===== src/rtl/ram_pkg.sv =====
// rtl/ram_pkg.sv - shared constants and types for the dual-port RAM
//
// Purpose: common definitions for ram_dp_param and its read pipeline.
//   BYTE_W           width of one byte lane
//   RDW_READ_FIRST   collision returns the pre-write word
//   RDW_WRITE_FIRST  collision returns the byte-merged new word
//   state_e          clear-engine FSM states (ST_CLEAR, ST_READY)
// Ports: none.

package ram_pkg;

    localparam int BYTE_W          = 8;
    localparam int RDW_READ_FIRST  = 0;
    localparam int RDW_WRITE_FIRST = 1;

    typedef enum logic {
        ST_CLEAR = 1'b0,
        ST_READY = 1'b1
    } state_e;

endpackage


===== src/rtl/ram_rd_pipe.sv =====
// rtl/ram_rd_pipe.sv - LAT-deep valid/data delay line with synchronous flush
//
// Purpose: carries each accepted read word and its valid flag through LAT
//   register stages. Data registers only load when the incoming stage is
//   valid, so the output word holds its last value between reads.
// Ports:
//   clk_i    in   clock, rising edge
//   flush_i  in   synchronous flush; clears every stage (valid and data)
//   valid_i  in   read accepted this cycle
//   data_i   in   word read this cycle
//   valid_o  out  valid flag after LAT stages
//   data_o   out  data after LAT stages; held while valid_o is low

module ram_rd_pipe
    import ram_pkg::*;
#(
    parameter int DATA_W = 32,
    parameter int LAT    = 1
) (
    input  logic              clk_i,
    input  logic              flush_i,
    input  logic              valid_i,
    input  logic [DATA_W-1:0] data_i,
    output logic              valid_o,
    output logic [DATA_W-1:0] data_o
);

    logic [LAT-1:0]             vld_q;
    logic [LAT-1:0][DATA_W-1:0] dat_q;

    always_ff @(posedge clk_i) begin
        if (flush_i) begin
            vld_q <= '0;
            dat_q <= '0;
        end else begin
            vld_q[0] <= valid_i;
            if (valid_i) begin
                dat_q[0] <= data_i;
            end
            for (int i = 1; i < LAT; i++) begin
                vld_q[i] <= vld_q[i-1];
                if (vld_q[i-1]) begin
                    dat_q[i] <= dat_q[i-1];
                end
            end
        end
    end

    assign valid_o = vld_q[LAT-1];
    assign data_o  = dat_q[LAT-1];

endmodule


===== src/rtl/ram_dp_param.sv =====
// rtl/ram_dp_param.sv - parametrised simple dual-port RAM with clear engine
//
// Purpose: one write port, one read port, one clock. Byte-enabled writes,
//   1- or 2-cycle registered reads with a valid pulse, selectable
//   read-during-write behaviour, and a post-reset engine that zeroes every
//   word before requests are accepted.
// Ports:
//   clk       in   clock, rising edge
//   rst       in   synchronous active-high reset; restarts the clear engine
//   wr_en     in   write request
//   wr_addr   in   write address
//   wr_data   in   write data
//   wr_be     in   byte enables, bit i covers wr_data[8i+7:8i]
//   rd_en     in   read request
//   rd_addr   in   read address
//   rd_data   out  read data, valid when rd_valid is high
//   rd_valid  out  one pulse per accepted read, RD_LAT cycles after rd_en
//   busy      out  clear engine running; requests are dropped

module ram_dp_param
    import ram_pkg::*;
#(
    parameter int DATA_W   = 32,
    parameter int ADDR_W   = 4,
    parameter int RD_LAT   = 1,
    parameter int RDW_MODE = 0
) (
    input  logic                       clk,
    input  logic                       rst,
    input  logic                       wr_en,
    input  logic [ADDR_W-1:0]          wr_addr,
    input  logic [DATA_W-1:0]          wr_data,
    input  logic [DATA_W/BYTE_W-1:0]   wr_be,
    input  logic                       rd_en,
    input  logic [ADDR_W-1:0]          rd_addr,
    output logic [DATA_W-1:0]          rd_data,
    output logic                       rd_valid,
    output logic                       busy
);

    localparam int DEPTH = 1 << ADDR_W;
    localparam int NB    = DATA_W / BYTE_W;

    if (RD_LAT != 1 && RD_LAT != 2) begin : g_bad_rd_lat
        $error("ram_dp_param: RD_LAT must be 1 or 2");
    end
    if (DATA_W % BYTE_W != 0) begin : g_bad_data_w
        $error("ram_dp_param: DATA_W must be a multiple of 8");
    end
    if (RDW_MODE != RDW_READ_FIRST && RDW_MODE != RDW_WRITE_FIRST) begin : g_bad_rdw
        $error("ram_dp_param: RDW_MODE must be 0 or 1");
    end

    state_e              state_q;
    logic [ADDR_W-1:0]   clr_cnt_q;
    logic [DATA_W-1:0]   mem_q [DEPTH];

    logic                wr_acc;
    logic                rd_acc;
    logic                collide;
    logic [DATA_W-1:0]   wr_merged_d;
    logic [DATA_W-1:0]   rd_word_d;

    assign busy = (state_q == ST_CLEAR);

    // Requests arriving with rst high are dropped as well: the clear engine
    // is about to restart and must not race a user write.
    assign wr_acc  = wr_en & ~busy & ~rst;
    assign rd_acc  = rd_en & ~busy & ~rst;
    assign collide = wr_acc & rd_acc & (wr_addr == rd_addr);

    // Old word with the enabled byte lanes replaced; used both as the value
    // stored and as the write-first bypass word.
    always_comb begin
        wr_merged_d = mem_q[wr_addr];
        for (int b = 0; b < NB; b++) begin
            if (wr_be[b]) begin
                wr_merged_d[b*BYTE_W +: BYTE_W] = wr_data[b*BYTE_W +: BYTE_W];
            end
        end
    end

    always_comb begin
        rd_word_d = mem_q[rd_addr];
        if (RDW_MODE == RDW_WRITE_FIRST && collide) begin
            rd_word_d = wr_merged_d;
        end
    end

    // Clear engine: walks clr_cnt_q over every word, then parks in READY.
    always_ff @(posedge clk) begin
        if (rst) begin
            state_q   <= ST_CLEAR;
            clr_cnt_q <= '0;
        end else begin
            case (state_q)
                ST_CLEAR: begin
                    clr_cnt_q <= clr_cnt_q + 1'b1;
                    if (clr_cnt_q == {ADDR_W{1'b1}}) begin
                        state_q <= ST_READY;
                    end
                end
                ST_READY: begin
                    state_q <= ST_READY;
                end
                default: begin
                    state_q <= ST_CLEAR;
                end
            endcase
        end
    end

    always_ff @(posedge clk) begin
        if (busy && !rst) begin
            mem_q[clr_cnt_q] <= '0;
        end else if (wr_acc) begin
            mem_q[wr_addr] <= wr_merged_d;
        end
    end

    ram_rd_pipe #(
        .DATA_W (DATA_W),
        .LAT    (RD_LAT)
    ) u_rd_pipe (
        .clk_i   (clk),
        .flush_i (rst),
        .valid_i (rd_acc),
        .data_i  (rd_word_d),
        .valid_o (rd_valid),
        .data_o  (rd_data)
    );

endmodule

===== config.mk =====
export PLATFORM = sky130hd
export DESIGN_NAME = ram_dp_param
export DESIGN_NICKNAME = d
export VERILOG_FILES = /design/src/rtl/ram_pkg.sv /design/src/rtl/ram_rd_pipe.sv /design/src/rtl/ram_dp_param.sv
export SDC_FILE = /design/constraint.sdc
export NUM_CORES = 1
export LEC_CHECK = 0
export BUFFER_PORTS_ARGS = -buffer_cell sky130_fd_sc_hd__buf_2
export CAP_MARGIN = 40
export CORE_MARGIN = 2
export CORE_UTILIZATION = 55
export CTS_BUF_LIST = sky130_fd_sc_hd__clkbuf_8
export DETAILED_ROUTE_END_ITERATION = 10
export PLACE_DENSITY = 0.77
export SETUP_SLACK_MARGIN = 0.05
export SKIP_CTS_REPAIR_TIMING = 1
export SYNTH_ARGS = -nofsm -noshare
export SYNTH_HDL_FRONTEND = slang
export SYNTH_HIERARCHICAL = 1
export SYNTH_SLANG_ARGS = --single-unit

===== constraint.sdc =====
create_clock -name clk -period 2.9 [get_ports clk]
set_clock_uncertainty 0.15 [all_clocks]
set_input_delay 0.58 -clock clk [delete_from_list [all_inputs] [get_ports clk]]
set_output_delay 0.58 -clock clk [all_outputs]
set_load 0.02 [all_outputs]

## Yosys cells after proc, flatten, opt, wreduce, memory -nomap -nowiden

Memory sizes are Yosys's and may differ from the RTL's. A register that Yosys moved wholly into a read port is not among the register bits.
Index checks and enable logic that the tools add are counted.

- Memory bits (writable): 512
- Memories: 1
- Logic and storage cells: 37
- Flip-flop bits (word level): 6
- Input port bits: 48

Memories:

| memory | depth | bits a word | rd ports | clocked after memory_dff | write ports | line | text |
|---|---|---|---|---|---|---|---|
| mem_q | 16 | 32 | 1 | 1 | 1 | ram_dp_param.sv:56 | `logic [DATA_W-1:0] mem_q [DEPTH];` |

- Bitwise operators: 6
- Multiplexer cells: 14
- Add/subtract/negate cells: 1
- Reductions and logical operators: 7
- Eq/ne operators: 5

Operator list:

| operator | count |
|---|---|
| 2-to-1 mux 32 bit | 1 |
| 2-to-1 mux 8 bit | 4 |
| OR reduction 32 bit | 1 |
| 2-to-1 mux 4 bit | 2 |
| AND reduction 2 bit | 4 |
| 2-to-1 mux 1 bit | 6 |
| adder 4 x 1 -> 4 bit, second input constant | 1 |
| bitwise AND 1 bit | 4 |
| equality test 4 bit, second input constant | 1 |
| != test 1 bit, second input constant | 4 |
| inverter 1 bit | 2 |
| case mux 1 bit (2 select lines) | 1 |
| logical AND 1 bit | 1 |
| logical NOT 1 bit | 1 |

## Logic depth before layout (Yosys ltp)

Gate-level depths: netlist of the first run.

- Depth in word-level cells: 8
- Mapped depth: 7

## Modules after synthesis

Netlist of the first run, hierarchy kept.

Modules (own cells, without submodules):

| module | area an instance (um2) | seq. area each (um2) | times used | cells an instance |
|---|---|---|---|---|
| ram_dp_param | 20454.6 | 15474.8 | 1 | 965 |
| ram_rd_pipe | 1202.4 | 660.6 | 1 | 106 |

## Worst setup path before layout of the first run

Ideal clock, no wire load.

- Kind: input to register
- Start point: input wr_be[0]
- End point: memory mem_q[11][0] (enable)
- Slack: 0.089 ns
- Required time: 2.362 ns
- Cell stages on the path: 4
- Arrival time: 2.273 ns
- Cells stage by stage: nor4_4 -> o211ai_1 -> buf_2 -> a221oi_1

- Longest elaborated chain between the ends: 4
- Elaborated cells between the ends (all ways): 5
- Those cells by class: 1 x eq/ne; 2 x mux; 2 x reduce/logical

RTL lines:

| what | line | text |
|---|---|---|
| start: declaration | ram_dp_param.sv:33 | `input logic [DATA_W/BYTE_W-1:0] wr_be,` |
| != test 1 bit (no line) (*) | n/a |  |
| AND reduction 2 bit (no line) (*) | n/a |  |
| OR reduction 32 bit (no line) | n/a |  |
| 2-to-1 mux 4 bit (no line) | n/a |  |
| end: declaration | ram_dp_param.sv:56 |  |

Every way passes the cells marked *; elsewhere a longest branch is shown, timed or not.

## Final worst setup path of the first run

- Start point: register state_q
- End point: memory mem_q[10][12] (enable)

- Longest elaborated chain between the ends: 8
- Elaborated cells between the ends (all ways): 16
- Those cells by class: 7 x mux; 3 x bitwise; 6 x reduce/logical

RTL lines:

| what | line | text |
|---|---|---|
| start: declaration | ram_dp_param.sv:54 | `state_e state_q;` |
| start signal: assignment | ram_dp_param.sv:93 | `state_q <= ST_CLEAR;` |
| start signal: assignment | ram_dp_param.sv:100 | `state_q <= ST_READY;` |
| start signal: assignment | ram_dp_param.sv:104 | `state_q <= ST_READY;` |
| bitwise AND 1 bit (2 in series) | ram_dp_param.sv:68 | `assign wr_acc = wr_en & ~busy & ~rst;` |
| 2-to-1 mux 1 bit | ram_dp_param.sv:116 | `end else if (wr_acc) begin` |
| 2-to-1 mux 1 bit | ram_dp_param.sv:114 | `if (busy && !rst) begin` |
| 2-to-1 mux 1 bit (not written as such) | ram_dp_param.sv:117 | `mem_q[wr_addr] <= wr_merged_d;` |
| AND reduction 2 bit (no line) | n/a |  |
| OR reduction 32 bit (no line) | n/a |  |
| 2-to-1 mux 4 bit (no line) | n/a |  |

Parallel ways exist; a longest one is shown, timed or not.

==> metrics, run 1 <==
status finished, final reports clean; area of the multi-input gates 5110 um^2; final slew viol count 0; CORE AREA 38700 um^2; antenna violations before repair 2; crit-path cells and3b_2 -> buf_4 -> nand4b_2 -> buf_4 -> a221oi_1 -> buf_4; hold path depth 3; Clock Path Buffers 3; 1st-pass router iterations 6; Final Cycle Share 0.939; first-pass GRT wire length 73600 um; syn_area_per_cell 20.2 um^2; I/O pin count 82; time the worst path needs with I/O delays and setup 2.72 ns; placed cell count 1746; Vias/cell 6.16; min-delay worst type input pin to flip-flop; Slew @ Worst Pin 0.847 ns; arrival time at the worst endpoint 2.89 ns; grt ovf 0; CP endpoint kind flip-flop; TritonCTS clock tree done; Fin. Hold Viols 0; utilization after layout 0.652; die height 202 um; RSZ-0062 raised after global routing false; post-synth top area share 0.710; DP HPWL 31200 um; Final Instance Area 25200 um^2; DRC 0; Die ar. 41000 um^2; Top FF cell, synth edfxtp_1; Seq/Total Area, Yosys 0.745; GPL Wtd Cong 0.831; CP Max Fanout 8; Total Wirelength 48500 um; Setup TNS 0 ns; worst hold slack 0.174 ns; most frequent CP cell buf_4; number of stages on the worst setup path 6; most frequent cells after synthesis 512 x edfxtp_1, 128 x mux4_2, 64 x a221oi_1, 64 x a22oi_1, 45 x clkbuf_1; leak pwr 8.06 nW; CP Buf/Inv Count 3; port bufs 81; Ys Warns 6; Routed Antenna Nets 0; f_max 0.367 GHz; Site Rows 72; clock sinks 550; dpl cell area 23600 um^2; vias in the first global route 12000; final setup fails 0; Die X 202 um; Storage cell area 16100 um^2; Max Cap Violations 0; Cells after Synth 1071; Top delay family on crit path compound AO/OA/AOI/OAI gates; final net count 1366; crit start category flip-flop; Syn Std Cell Area 21700 um^2; Yosys cell types 37; largest cells by area after synthesis edfxtp_1 71%, mux4_2 13%, dfxtp_1 3.5%; post-synthesis net count 1120; Starting DRT DRC Count 1485; worst vdd ir 0.000358 V; Initial Util 0.559; Worst Path Required 3.07 ns; All-Layer GR Usage 0.242; EDFF count, synth 512; root buffer cell clkbuf_8; WL/cell 25.5 um; cells on worst reg2reg path 6; CP max stage cell a221oi_1; Via Count 11800; layout cells sized above 1 0.362; async set or reset register ratio after synthesis 0; pwr/cell area 615 nW/um^2; post-route insts no fill 1907; # H-tree levels 3; largest area contributor in the netlist edfxtp_1; top-count cell post-synth edfxtp_1; TritonCTS Buffers 86; FILL cells 2535; Layout area overhead 16.6%; Crit Path Class flip-flop to flip-flop; clk_lat worst skew 0.63 ns; CTS clk-pin slew, worst paths 0.06 ns; CP peak stage delay 0.72 ns; largest net degree at the start of global routing 39; Synth Register Bits 550; slew margin rel. 0.435
tightest hold or removal path: cells and delay by family:
| family | cells | cell delay [ns] |
|---|---|---|
| buffers and inverters | 2 | 0.27 |
| AND/OR/NAND/NOR | 1 | 0.05 |
final timing paths:
kind	start	to	slack, ns
setup / recovery	state_q$_SDFF_PP0_	mem_q[10][12]$_DFFE_PP_	0.18
hold / removal	rst	clr_cnt_q[2]$_SDFFE_PP0N_	0.17
setup reg to reg	state_q$_SDFF_PP0_	mem_q[10][12]$_DFFE_PP_	0.18
hold reg to reg	u_rd_pipe/data_o[26]$_SDFFE_PP0P_	u_rd_pipe/data_o[26]$_SDFFE_PP0P_	0.34
logic make-up after synthesis:
kind of cell               count (synthesis)  synth area share
DFF                                      550             0.745
muxes                                    161             0.148
AOI/OAI and AO/OA                        141            0.0518
and+or+nand+nor                          131            0.0330
buffers and inverters                     84            0.0200
xor gates and xnor gates                   3           0.00121
adders and majority gates                  1          0.000578
sequential cells by signal, summed over array words and instances (netlist names):
signal and flops:
clr_cnt_q 4, u_rd_pipe/data_o 32, state_q 1, u_rd_pipe/valid_o 1, mem_q 512
per-layer routing:
layer | up-vias | track usage | share of wire
li1 | 5041 | - | -
met1 | 6048 | 0.329 | 0.39
met2 | 571 | 0.406 | 0.51
met3 | 89 | 0.0461 | 0.079
met4 | 2 | 0.0691 | 0.018
met5 | - | 0 | 0.00027
per-stage QoR:
step	power (mW)	worst slack [ns]
6_report	15.5	0.177
5_1_grt	16.0	0.113
4_1_cts	15.6	0.131
3_5_place_dp	9.60	-0.498
3_3_place_gp	9.58	-0.628
2_1_floorplan	9.30	0.0887
layout make-up:
| cell class | count | share of cell area |
|---|---|---|
| sequential | 550 | 0.639 |
| multi-input combinational | 437 | 0.202 |
| timing repair buffer | 241 | 0.0682 |
| clock buffer | 96 | 0.0523 |
| tap | 518 | 0.0257 |
| clock inverter | 63 | 0.0120 |
| inverter | 1 | 0.000149 |
| antenna | 1 | 0.0000991 |
report_power, final:
group	switching (mW)	internal [mW]
registers	0.0355	8.67
clock network	2.94	3.14
logic	0.412	0.330
cell usage in the layout (no fill, tap or decap), drive strengths merged:
cell type,count
a21o,4
a21oi,1
a221oi,64
a22oi,64
and2,1
and3,32
and3b,1
buf,240
bufinv,1
clkbuf,97
clkinv,28
clkinvlp,5
dfxtp,38
diode,1
edfxtp,512
ha,1
inv,30
mux2i,33
mux4,128
nand2,36
nand3,1
nand3b,1
nand4,2
nand4b,5
nor2,39
nor2b,8
nor3b,1
nor4,1
o211ai,2
o21ai,6
or4,3
xnor2,1
xor2,2
No activity file was read; power rests on OpenSTA's default activity.
==> run 2, diff against run 1 <==
--- a/config.mk
+++ b/config.mk
@@ -5,11 +5,12 @@
 export SDC_FILE = /design/constraint.sdc
 export NUM_CORES = 1
 export LEC_CHECK = 0
+export ABC_AREA = 1
 export BUFFER_PORTS_ARGS = -buffer_cell sky130_fd_sc_hd__buf_2
 export CAP_MARGIN = 40
 export CORE_MARGIN = 2
 export CORE_UTILIZATION = 55
-export CTS_BUF_LIST = sky130_fd_sc_hd__clkbuf_8
+export CTS_BUF_LIST = sky130_fd_sc_hd__clkbuf_16
 export DETAILED_ROUTE_END_ITERATION = 10
 export PLACE_DENSITY = 0.77
 export SETUP_SLACK_MARGIN = 0.05
==> metrics, run 2 <==
Clock Path Buffers 3 (unchanged); status finished, final reports clean (unchanged); TritonCTS clock tree done (unchanged); worst vdd ir 0.000438 V (was 0.000358 V); pre-CTS WS 0.0957 ns (was -0.498 ns); antenna violations before repair 0 (was 2); Total Wirelength 55800 um (was 48500 um); placed cell count 2678 (was 1746); post-synth top area share 0.665 (was 0.710); Die ar. 43700 um^2 (was 41000 um^2); crit start category flip-flop (unchanged); pwr/cell area 603 nW/um^2 (was 615 nW/um^2); worst setup path start state_q$_SDFF_PP0_ (unchanged); commonest non-fill, non-tap cells in the layout 512 x edfxtp_1, 353 x inv_1, 245 x nand2_1, 197 x nand3_1, 162 x nor2_1 (was 512 x edfxtp_1, 128 x mux4_2, 118 x buf_4, 108 x buf_2, 97 x clkbuf_8); vias in the first global route 15300 (was 12000); final slew viol count 0 (unchanged); 1st-pass router iterations 6 (unchanged); Post-Synth Adder-Cell Area 0.000541 (was 0.000578); async set or reset register ratio after synthesis 0 (unchanged); CTS clk-pin slew, worst paths 0.06 ns (about the same); Die X 209 um (was 202 um); Site Rows 75 (was 72); commonest non-fill, non-tap cell in the layout edfxtp_1 (unchanged); arrival time at the worst endpoint 2.61 ns (was 2.89 ns); Initial Util 0.554 (was 0.559); Starting DRT DRC Count 1909 (was 1485); largest net degree at the start of global routing 89 (was 39); Design Power 15.9 mW (was 15.5 mW); die height 209 um (was 202 um); post-synthesis net count 2101 (was 1120); leak pwr 10.7 nW (was 8.06 nW); syn_area_per_cell 11.3 um^2 (was 20.2 um^2); largest family of logic cells by synthesized area simple AND/OR/NAND/NOR gates (was multiplexers); DRC 0 (unchanged); clock sinks 550 (unchanged); Final Instance Area 26400 um^2 (was 25200 um^2); most frequent cells after synthesis 512 x edfxtp_1, 339 x inv_1, 245 x nand2_1 (was 512 x edfxtp_1, 128 x mux4_2, 64 x a221oi_1, 64 x a22oi_1, 45 x clkbuf_1); EDFF count, synth 512 (unchanged); crit path capture mem_q[1][17]$_DFFE_PP_ (was mem_q[10][12]$_DFFE_PP_); RSZ-0062 raised after global routing false (unchanged); Biggest register mem_q (unchanged); Vias/cell 5.66 (was 6.16); time the worst path needs with I/O delays and setup 2.54 ns (was 2.72 ns); largest area contributor in the netlist edfxtp_1 (unchanged); multiplexer share of the synthesized area 0 (was 0.148); final setup fails 0 (unchanged); slew margin rel. 0.483 (was 0.435); WL/cell 20.1 um (was 25.5 um); root buffer cell clkbuf_16 (was clkbuf_8); Via Count 15700 (was 11800); top-count cell post-synth edfxtp_1 (unchanged); xor/xnor share of the synthesized area 0 (was 0.00121); Fin. Hold Viols 0 (unchanged); CP endpoint kind flip-flop (unchanged); FILL cells 3123 (was 2535); clk_lat worst skew 0.60 ns (was 0.63 ns); Reg-to-Reg End mem_q[1][17]$_DFFE_PP_ (was mem_q[10][12]$_DFFE_PP_); dpl cell area 24800 um^2 (was 23600 um^2); Synth Area in Compound Gates 0.0996 (was 0.0518); FF-to-FF setup slack 0.36 ns (was 0.18 ns); Final Cycle Share 0.875 (was 0.939); GPL Wtd Cong 0.866 (was 0.831); hold path depth 2 (was 3); Ys Warns 6 (unchanged); DP HPWL 35500 um (was 31200 um); Routed Antenna Nets 0 (unchanged); first-pass GRT wire length 85300 um (was 73600 um); Slew @ Worst Pin 0.775 ns (was 0.847 ns); Crit Path Class flip-flop to flip-flop (unchanged); I/O pin count 82 (unchanged); CORE AREA 41800 um^2 (was 38700 um^2); layout cells sized above 1 0.144 (was 0.362); n_diodes 0 (was 1); largest cells by area after synthesis edfxtp_1 66%, inv_1 5.5%, nand3_1 4.3% (was edfxtp_1 71%, mux4_2 13%, dfxtp_1 3.5%); post-route insts no fill 2774 (was 1907); f_max 0.394 GHz (was 0.367 GHz); utilization after layout 0.632 (was 0.652); Yosys cell types 24 (was 37); CP Max Fanout 9 (was 8); Seq/Total Area, Yosys 0.697 (was 0.745); Syn Std Cell Area 23100 um^2 (was 21700 um^2); Max Cap Violations 0 (unchanged); TritonCTS Buffers 54 (was 86); Worst Path Required 2.97 ns (was 3.07 ns); worst hold slack 0.172 ns (was 0.174 ns); simple-gate share of the synthesized area 0.123 (was 0.0330); Layout area overhead 14.0% (was 16.6%); number of flip-flops in the largest register 512 (unchanged); Top FF cell, synth edfxtp_1 (unchanged); All-Layer GR Usage 0.257 (was 0.242); grt ovf 0 (unchanged); Cells after Synth 2052 (was 1071); final net count 2244 (was 1366); setup ws final 0.362 ns (was 0.177 ns); cells on worst reg2reg path 8 (was 6); port bufs 81 (unchanged); min-delay worst type input pin to flip-flop (unchanged); Setup TNS 0 ns (unchanged); Reg2Reg Launch Point state_q$_SDFF_PP0_ (unchanged); # H-tree levels 2 (was 3); Synth Register Bits 550 (unchanged)
run 2: worst max-delay path, cell delays in order (launching register included):
cell	delay, ns
dfxtp_1	0.44
nand2_2	0.10
nor2_4	0.20
o21ai_4	0.16
nand3_1	0.15
nand2_2	0.11
nor2_4	0.16
nand2_2	0.13
nor2_1	0.57
run 2: cell families (layout without fill, tap and decap cells):
kind of cell | count (synthesis) | count (layout)
AND/OR/NAND/NOR | 648 | 648
flip-flops | 550 | 550
buffers and inverters | 462 | 645
AO/OA/AOI/OAI | 391 | 391
adder cells (fa/ha/maj) | 1 | 1
run 2: routing by layer:
metal	global-route usage	vias to the layer above	routed length [um]
li1	-	7298	-
met1	0.340	7485	21900
met2	0.429	787	27000
met3	0.0496	134	5100
met4	0.0941	0	1850
met5	0	-	0
run 2: worst min-delay path by stage:
stage	startpoint	end	slack [ns]
3_5_place_dp	u_rd_pipe/data_o[1]$_SDFFE_PP0P_	u_rd_pipe/data_o[1]$_SDFFE_PP0P_	0.31
3_3_place_gp	u_rd_pipe/data_o[11]$_SDFFE_PP0P_	u_rd_pipe/data_o[11]$_SDFFE_PP0P_	0.31
5_1_grt	rst	u_rd_pipe/valid_o$_SDFF_PP0_	0.17
4_1_cts	rst	u_rd_pipe/valid_o$_SDFF_PP0_	0.15
2_1_floorplan	clr_cnt_q[0]$_SDFFE_PP0N_	clr_cnt_q[0]$_SDFFE_PP0N_	0.33
6_report	rst	u_rd_pipe/valid_o$_SDFF_PP0_	0.17
run 2: report_power, final:
part | switching, mW | internal (mW)
Clock | 2.83 | 3.49
Combinational | 0.618 | 0.298
Sequential | 0.0218 | 8.64
Total | 3.47 | 12.4
run 2: final cells by class:
| cell class | count | area, um^2 | share of cell area |
|---|---|---|---|
| clock inverter | 41 | 206 | 0.00783 |
| inverter | 340 | 1280 | 0.0484 |
| multi-input combinational | 1040 | 5170 | 0.196 |
| timing repair buffer | 209 | 1530 | 0.0581 |
| clock buffer | 55 | 1380 | 0.0522 |
| tap | 539 | 674 | 0.0256 |
| sequential | 550 | 16100 | 0.612 |
